$ cat src/rtl/multdiv_sched.sv
// Multiply/divide sequencer: latches operands, pulses the selected unit, waits for rdy, returns a tagged result.
// Optional WAIT-state watchdog enabled by defining MULTDIV_TIMEOUT_EN.
module multdiv_sched #(
    parameter int unsigned TAG_W   = 5,
    parameter int unsigned TIMEOUT = 40
) (
    input  logic             clock,
    input  logic             resetn,
    input  logic             req_valid,
    input  logic             req_op,
    input  logic [31:0]      req_a,
    input  logic [31:0]      req_b,
    input  logic [TAG_W-1:0] req_tag,
    output logic             req_ready,
    output logic             busy,
    input  logic             flush,
    output logic [31:0]      unit_a,
    output logic [31:0]      unit_b,
    output logic             ctrl_MULT,
    output logic             ctrl_DIV,
    input  logic             mult_rdy,
    input  logic             div_rdy,
    input  logic [31:0]      mult_result,
    input  logic [31:0]      div_result,
    input  logic             mult_exception,
    input  logic             div_exception,
    output logic             wb_valid,
    input  logic             wb_ready,
    output logic [31:0]      wb_data,
    output logic [TAG_W-1:0] wb_tag,
    output logic             wb_exception
);

    typedef enum logic [1:0] {
        IDLE  = 2'd0,
        START = 2'd1,
        WAIT  = 2'd2,
        DONE  = 2'd3
    } state_t;

    state_t             r_state;
    logic               r_op;
    logic               r_kill;
    logic [TAG_W-1:0]   r_tag;

    logic               w_rdy;
    logic [31:0]        w_result;
    logic               w_exception;
    logic               w_timeout;
    logic               w_kill_now;

    // Only the selected unit is observed; the other unit's rdy is a don't-care.
    assign w_rdy       = r_op ? div_rdy       : mult_rdy;
    assign w_result    = r_op ? div_result    : mult_result;
    assign w_exception = r_op ? div_exception : mult_exception;
    assign w_kill_now  = r_kill | flush;

`ifdef MULTDIV_TIMEOUT_EN
    localparam logic [5:0] LP_CNT_LAST = 6'(TIMEOUT - 1);
    logic [5:0] r_cnt;
    assign w_timeout = (r_cnt == LP_CNT_LAST);
`else
    logic w_unused_timeout;
    assign w_unused_timeout = (TIMEOUT != 0);
    assign w_timeout        = 1'b0;
`endif

    assign req_ready = (r_state == IDLE);
    assign busy      = (r_state != IDLE);

    always_ff @(posedge clock) begin
        if (!resetn) begin
            r_state      <= IDLE;
            r_op         <= 1'b0;
            r_kill       <= 1'b0;
            r_tag        <= '0;
            unit_a       <= '0;
            unit_b       <= '0;
            ctrl_MULT    <= 1'b0;
            ctrl_DIV     <= 1'b0;
            wb_valid     <= 1'b0;
            wb_data      <= '0;
            wb_tag       <= '0;
            wb_exception <= 1'b0;
`ifdef MULTDIV_TIMEOUT_EN
            r_cnt        <= '0;
`endif
        end else begin
            ctrl_MULT <= 1'b0;
            ctrl_DIV  <= 1'b0;
            case (r_state)
                IDLE: begin
                    r_kill <= 1'b0;
                    if (req_valid && !flush) begin
                        unit_a    <= req_a;
                        unit_b    <= req_b;
                        r_op      <= req_op;
                        r_tag     <= req_tag;
                        // Pulse is registered here so it is high exactly during START.
                        ctrl_MULT <= ~req_op;
                        ctrl_DIV  <= req_op;
`ifdef MULTDIV_TIMEOUT_EN
                        r_cnt     <= '0;
`endif
                        r_state   <= START;
                    end
                end
                START: begin
                    if (flush) r_kill <= 1'b1;
                    r_state <= WAIT;
                end
                WAIT: begin
                    if (w_rdy || w_timeout) begin
                        if (w_kill_now) begin
                            r_kill  <= 1'b0;
                            r_state <= IDLE;
                        end else begin
                            wb_data      <= w_rdy ? w_result : '0;
                            wb_exception <= w_rdy ? w_exception : 1'b1;
                            wb_tag       <= r_tag;
                            wb_valid     <= 1'b1;
                            r_state      <= DONE;
                        end
                    end else begin
                        if (flush) r_kill <= 1'b1;
`ifdef MULTDIV_TIMEOUT_EN
                        r_cnt <= r_cnt + 6'd1;
`endif
                    end
                end
                DONE: begin
                    if (flush || wb_ready) begin
                        wb_valid <= 1'b0;
                        r_state  <= IDLE;
                    end
                end
                default: r_state <= IDLE;
            endcase
        end
    end

endmodule

$ cat config.mk
export PLATFORM = sky130hd
export DESIGN_NAME = multdiv_sched
export DESIGN_NICKNAME = d
export VERILOG_FILES = /design/src/rtl/multdiv_sched.sv
export SDC_FILE = /design/constraint.sdc
export NUM_CORES = 1
export LEC_CHECK = 0
export BUFFER_PORTS_ARGS = -buffer_cell sky130_fd_sc_hd__buf_2
export CAP_MARGIN = 10
export CORE_MARGIN = 1.5
export CORE_UTILIZATION = 39
export CTS_CLUSTER_DIAMETER = 50
export DETAILED_ROUTE_END_ITERATION = 8
export PLACE_DENSITY = 0.86
export SLEW_MARGIN = 5
export SYNTH_ARGS = -nofsm -noshare
export SYNTH_HDL_FRONTEND = slang
export SYNTH_SLANG_ARGS = --single-unit
export TNS_END_PERCENT = 1
$ cat constraint.sdc
create_clock -name clock -period 1.68 [get_ports clock]
set_clock_uncertainty 0.05 [all_clocks]
set_input_delay 0.084 -clock clock [delete_from_list [all_inputs] [get_ports clock]]
set_output_delay 0.084 -clock clock [all_outputs]
set_load 0.01 [all_outputs]
Word level (Yosys, flattened, before mapping)
Cells that the tools add are included.
Widths: inputs -> output; s select.
{ "totals": {"reg_bits": 114, "in_bits": 143} }
{ "op_classes": {"n_eq_ne": 8, "muxes": 16, "n_bitwise": 3, "n_reduce_logical": 13} }
{ "ops": {"columns": ["operator", "n"], "rows": [
  ["$mux 32", 1],
  ["$reduce_and 3->1", 3],
  ["$mux 1", 8],
  ["$mux 2", 4],
  ["$pmux 2 s4", 1],
  ["$ne 2x2->1 const B", 3],
  ["$eq 2x2->1 const B", 2],
  ["$reduce_and 2->1", 2],
  ["$reduce_and 4->1", 1],
  ["$reduce_bool 2->1", 2],
  ["$ne 3x3->1 const B", 1],
  ["$pmux 1 s3", 1],
  ["$reduce_bool 3->1", 1],
  ["$eq 2x1->1 const B", 1],
  ["$logic_not 2->1", 1],
  ["$ne 2x1->1 const B", 1],
  ["$not 1->1", 2],
  ["$pmux 1 s2", 1],
  ["$logic_and 1x1->1", 1],
  ["$logic_not 1->1", 1],
  ["$logic_or 1x1->1", 1],
  ["$or 1x1->1", 1]
]} }

Depth between registers and ports, before layout
{ "depth": {"ltp_word": 4, "ltp_mapped": 8, "depth_no_buf": 6} }

Worst setup path after synthesis
Ideal clock, no wire load.
{ "synth_path": {"path_kind": "register -> register", "startpoint": "register r_state[0]", "endpoint": "register wb_tag[1]", "setup_time_ns": 0.128, "arrival_time_ns": 1.647, "t_required_ns": 1.502, "setup_slack_ns": -0.145, "path_stages_with_launch": 8, "n_path_buf": 1, "path_cell_list": "dfxtp_1 > inv_1 > ha_1 > or3b_4 > nor2_4 > buf_4 > mux2i_1 > nor2_1"} }
{ "synth_between": {"elab_chain_len": 2} }
{ "synth_lines": {"columns": ["element", "line", "source"], "rows": [
  ["from (decl)", "41", "state_t r_state;"],
  ["from (signal assigned)", "73", "r_state <= IDLE;"],
  ["from (signal assigned)", "105", "r_state <= START;"],
  ["from (signal assigned)", "110", "r_state <= WAIT;"],
  ["$eq 2x2->1", "91", "case (r_state)"],
  ["$reduce_and 3->1 (no line)", null, null],
  ["to (signal assigned)", "120", "wb_tag <= r_tag;"],
  ["to (decl)", "30", "output logic [TAG_W-1:0] wb_tag,"]
]} }
No other way between the ends.
A chain may end at the register's enable or synchronous reset.

Worst setup path in the final report
{ "layout_path": {"startpoint": "register r_op", "endpoint": "register wb_data[19]"} }
{ "layout_between": {"elab_chain_len": 2, "word_cells_on_any_way": 3} }
{ "layout_lines": {"columns": ["element", "line", "source"], "rows": [
  ["from (decl)", "42", "logic r_op;"],
  ["from (signal assigned)", "97", "r_op <= req_op;"],
  ["$mux 1", "53", "assign w_rdy = r_op ? div_rdy : mult_rdy;"],
  ["$reduce_and 3->1 (no line)", null, null],
  ["to (signal assigned)", "118", "wb_data <= w_rdy ? w_result : '0;"],
  ["to (decl)", "29", "output logic [31:0] wb_data,"]
]} }
Parallel ways exist; a longest one is shown, timed or not.

==> metrics.yaml <==
status: "finished, violations left"
path_max_fanout: 26
grt_pass1_wl_um: 25500
netlist-cell-type-count: 24
min_period_ps: 2010
num_vias: 5364
drv_cap: 0
cp-start-kind: "flip-flop"
cts_root_buffer: "clkbuf_8"
fp-row-count: 38
pin_count: 250
slowest_delay_ps: 530
clk_pin_slew_worst_paths_ps: 60
timing.fmax_mhz: 497
grt_max_degree: 59
dp_cells: 870
grt_pass1_vias: 5331
h-tree-depth: 4
firstDrtPassIters: 5
grt_overflow: 0
cts_buffers: 17
power_density_mw_per_mm2: 1100
coreArea_sq_mm: 0.0108
portBuffers: 249
synth_area_leaders: "dfxtp_1 53%, nand2_1 12%, mux2i_1 9.0%"
fin_ws_ps: -332
synth_top_cell_area_share_pct: 52.8
min_path_type: "in2reg"
clock_sinks: 114
antenna_found_initial: 0
worstReg2RegStart: "r_op$_SDFFE_PN0P_"
area.growth.synth_to_final_pct: 83.9
nets: 1043
final_area_sq_mm: 0.00795
vias_per_cell: 5.11
clk_latency_ps: 490
die_h_um: 108
final_cell_mix: "249 x buf_2, 140 x nand2_1, 138 x dlygate4sd3_1"
wire_per_inst_um: 17.4
min_period_over_period_pct: 120
path_depth: 6
drc_errors: 0
r2r-end: "wb_data[19]$_SDFFE_PN0P_"
min_from: "req_valid"
cp_cell_sequence: "mux2i_1 -> nor2_4 -> buf_12 -> buf_12 -> buf_16 -> a211oi_1"
wirelength_um: 18300
hpwlAfterDp_um: 8120
vdd_drop_max_mv: 0.965
slew_viol_final: 0
rrSetupSlack_ps: -330
relSlewSlack_pct: 60.0
syn_inst: 503
startpoint: "r_op$_SDFFE_PN0P_"
crit_buf_inv: 3
syn_area_sq_mm: 0.00432
synth.avg_cell_area_sq_um: 8.59
critPathArrivalTime_ps: 2320
drive_gt1_share_pct: 36.0
grt_usage_pct: 28.0
place.gp.congestion: 0.784
worstSetupEndpointType: "flip-flop"
rr_worst_depth: 6
rsz0062_at_grt: "true"
setup-tns-final_ps: -7220
yosysWarnings: 0
postRouteAntennaNets: 0
synth-seq-cells: 114
dpl-instance-area_sq_mm: 0.00582
setup_viol: 41
cp_top_family: "multiplexers"
postSynthNetCount: 650
initial_core_util_pct: 39.9
hold_viol_final: 0
dieArea_sq_mm: 0.0117
leakage_nw: 3.52
crit_top_cell: "buf_12"
crit_type: "reg2reg"
final_common_cell: "buf_2"
finalNonFillerCells: 1049
worstMarginPinSlew_ps: 583
ys_seq_area_share_pct: 52.8
hold_depth: 5
violations: "negative setup slack"
clockBufferDepth: 2
first_iter_violations: 457
diodes: 0
final_util_pct: 73.3
crit_path_end: "wb_data[19]$_SDFFE_PN0P_"
die_x_um: 108
yosysTopAreaCell: "dfxtp_1"
cts_tree: "built"
slowest_stage: "mux2i_1"
critical_path_required_ps: 1990
whs_ps: 129
-- worst min-delay path by stage --
stage	slack, ps	end
2_1_floorplan	110	ctrl_MULT$_SDFF_PN0_
3_3_place_gp	240	ctrl_MULT$_SDFF_PN0_
3_5_place_dp	240	ctrl_MULT$_SDFF_PN0_
4_1_cts	100	wb_valid$_SDFFE_PN0P_
5_1_grt	130	r_state[0]$_SDFFE_PN0P_
6_report	130	r_state[0]$_SDFFE_PN0P_
-- cells by family (layout without fill, tap and decap cells) --
logic type	after synthesis	in the layout	synth area share (%)
flip-flops	114	114	52.8
adder cells (fa/ha/maj)	4	4	1.16
buffers and inverters	42	448	4.17
AO/OA/AOI/OAI	112	112	15.4
AND/OR/NAND/NOR	192	192	17.5
multiplexers	39	39	9.03
-- metrics by stage --
step	power [W]	setup slack [ps]
final	0.00873	-332
after global routing	0.00910	-500
after global placement	0.00506	2.49
after detailed placement	0.00512	-79.7
after CTS	0.00853	-51.7
after floorplan	0.00427	-28.0
-- repair_timing --
action                     4_1_cts  5_1_grt
hold endpoints to repair       108        0
cloned                           1        4
hold buffers                   138        0
setup buffers                    0        4
setup endpoints to repair       37      112
pin swaps                        4       12
gates resized for setup          3       11
-- worst reg2reg max path: stages, from the launching register on --
cell      delay (ps)
dfxtp_2          360
mux2i_1          530
nor2_4           110
buf_12           180
buf_12           120
buf_16           160
a211oi_1         370
-- where the power goes --
| part | total, W | switching [W] | internal (W) |
|---|---|---|---|
| combinational | 0.00240 | 0.00126 | 0.00114 |
| clock | 0.00314 | 0.00130 | 0.00184 |
| sequential | 0.00318 | 0.000174 | 0.00300 |
| total | 0.00873 | 0.00274 | 0.00599 |
-- synthesized netlist by cell type (all sizes together) --
cell,instances
or2,1
or3b,1
and3,1
ha,4
a221oi,2
nor3b,1
nand2b,2
a21o,1
buf,10
clkbuf,28
a311oi,2
nor2b,1
o21ai,1
a211oi,35
nor3,2
inv,4
a21oi,71
dfxtp,114
nand2,140
mux2i,39
nor2,43
-- registers in the layout, summed over array words and instances (netlist names) --
| name | cells |
|---|---|
| r_tag | 5 |
| wb_valid | 1 |
| ctrl_DIV | 1 |
| unit_a | 32 |
| wb_tag | 5 |
| r_op | 1 |
| wb_exception | 1 |
| ctrl_MULT | 1 |
| r_kill | 1 |
| wb_data | 32 |
| unit_b | 32 |
| r_state | 2 |
-- layout make-up --
type,instances,area [sq um]
multi-input cells,347,1940
clock inverters,13,87.6
clock buffers,19,432
inverters,4,16.3
well taps,140,175
flip-flops and latches,114,2290
repair buffers,412,3020
fillers,676,2890
-- per-layer routing --
metal,share of wire [%],global-route usage (%)
met5,0,1.34
met4,5.3,16.9
met3,9.8,10.7
met2,49,49.1
met1,36,27.8
No activity file was read; power rests on OpenSTA's default activity.
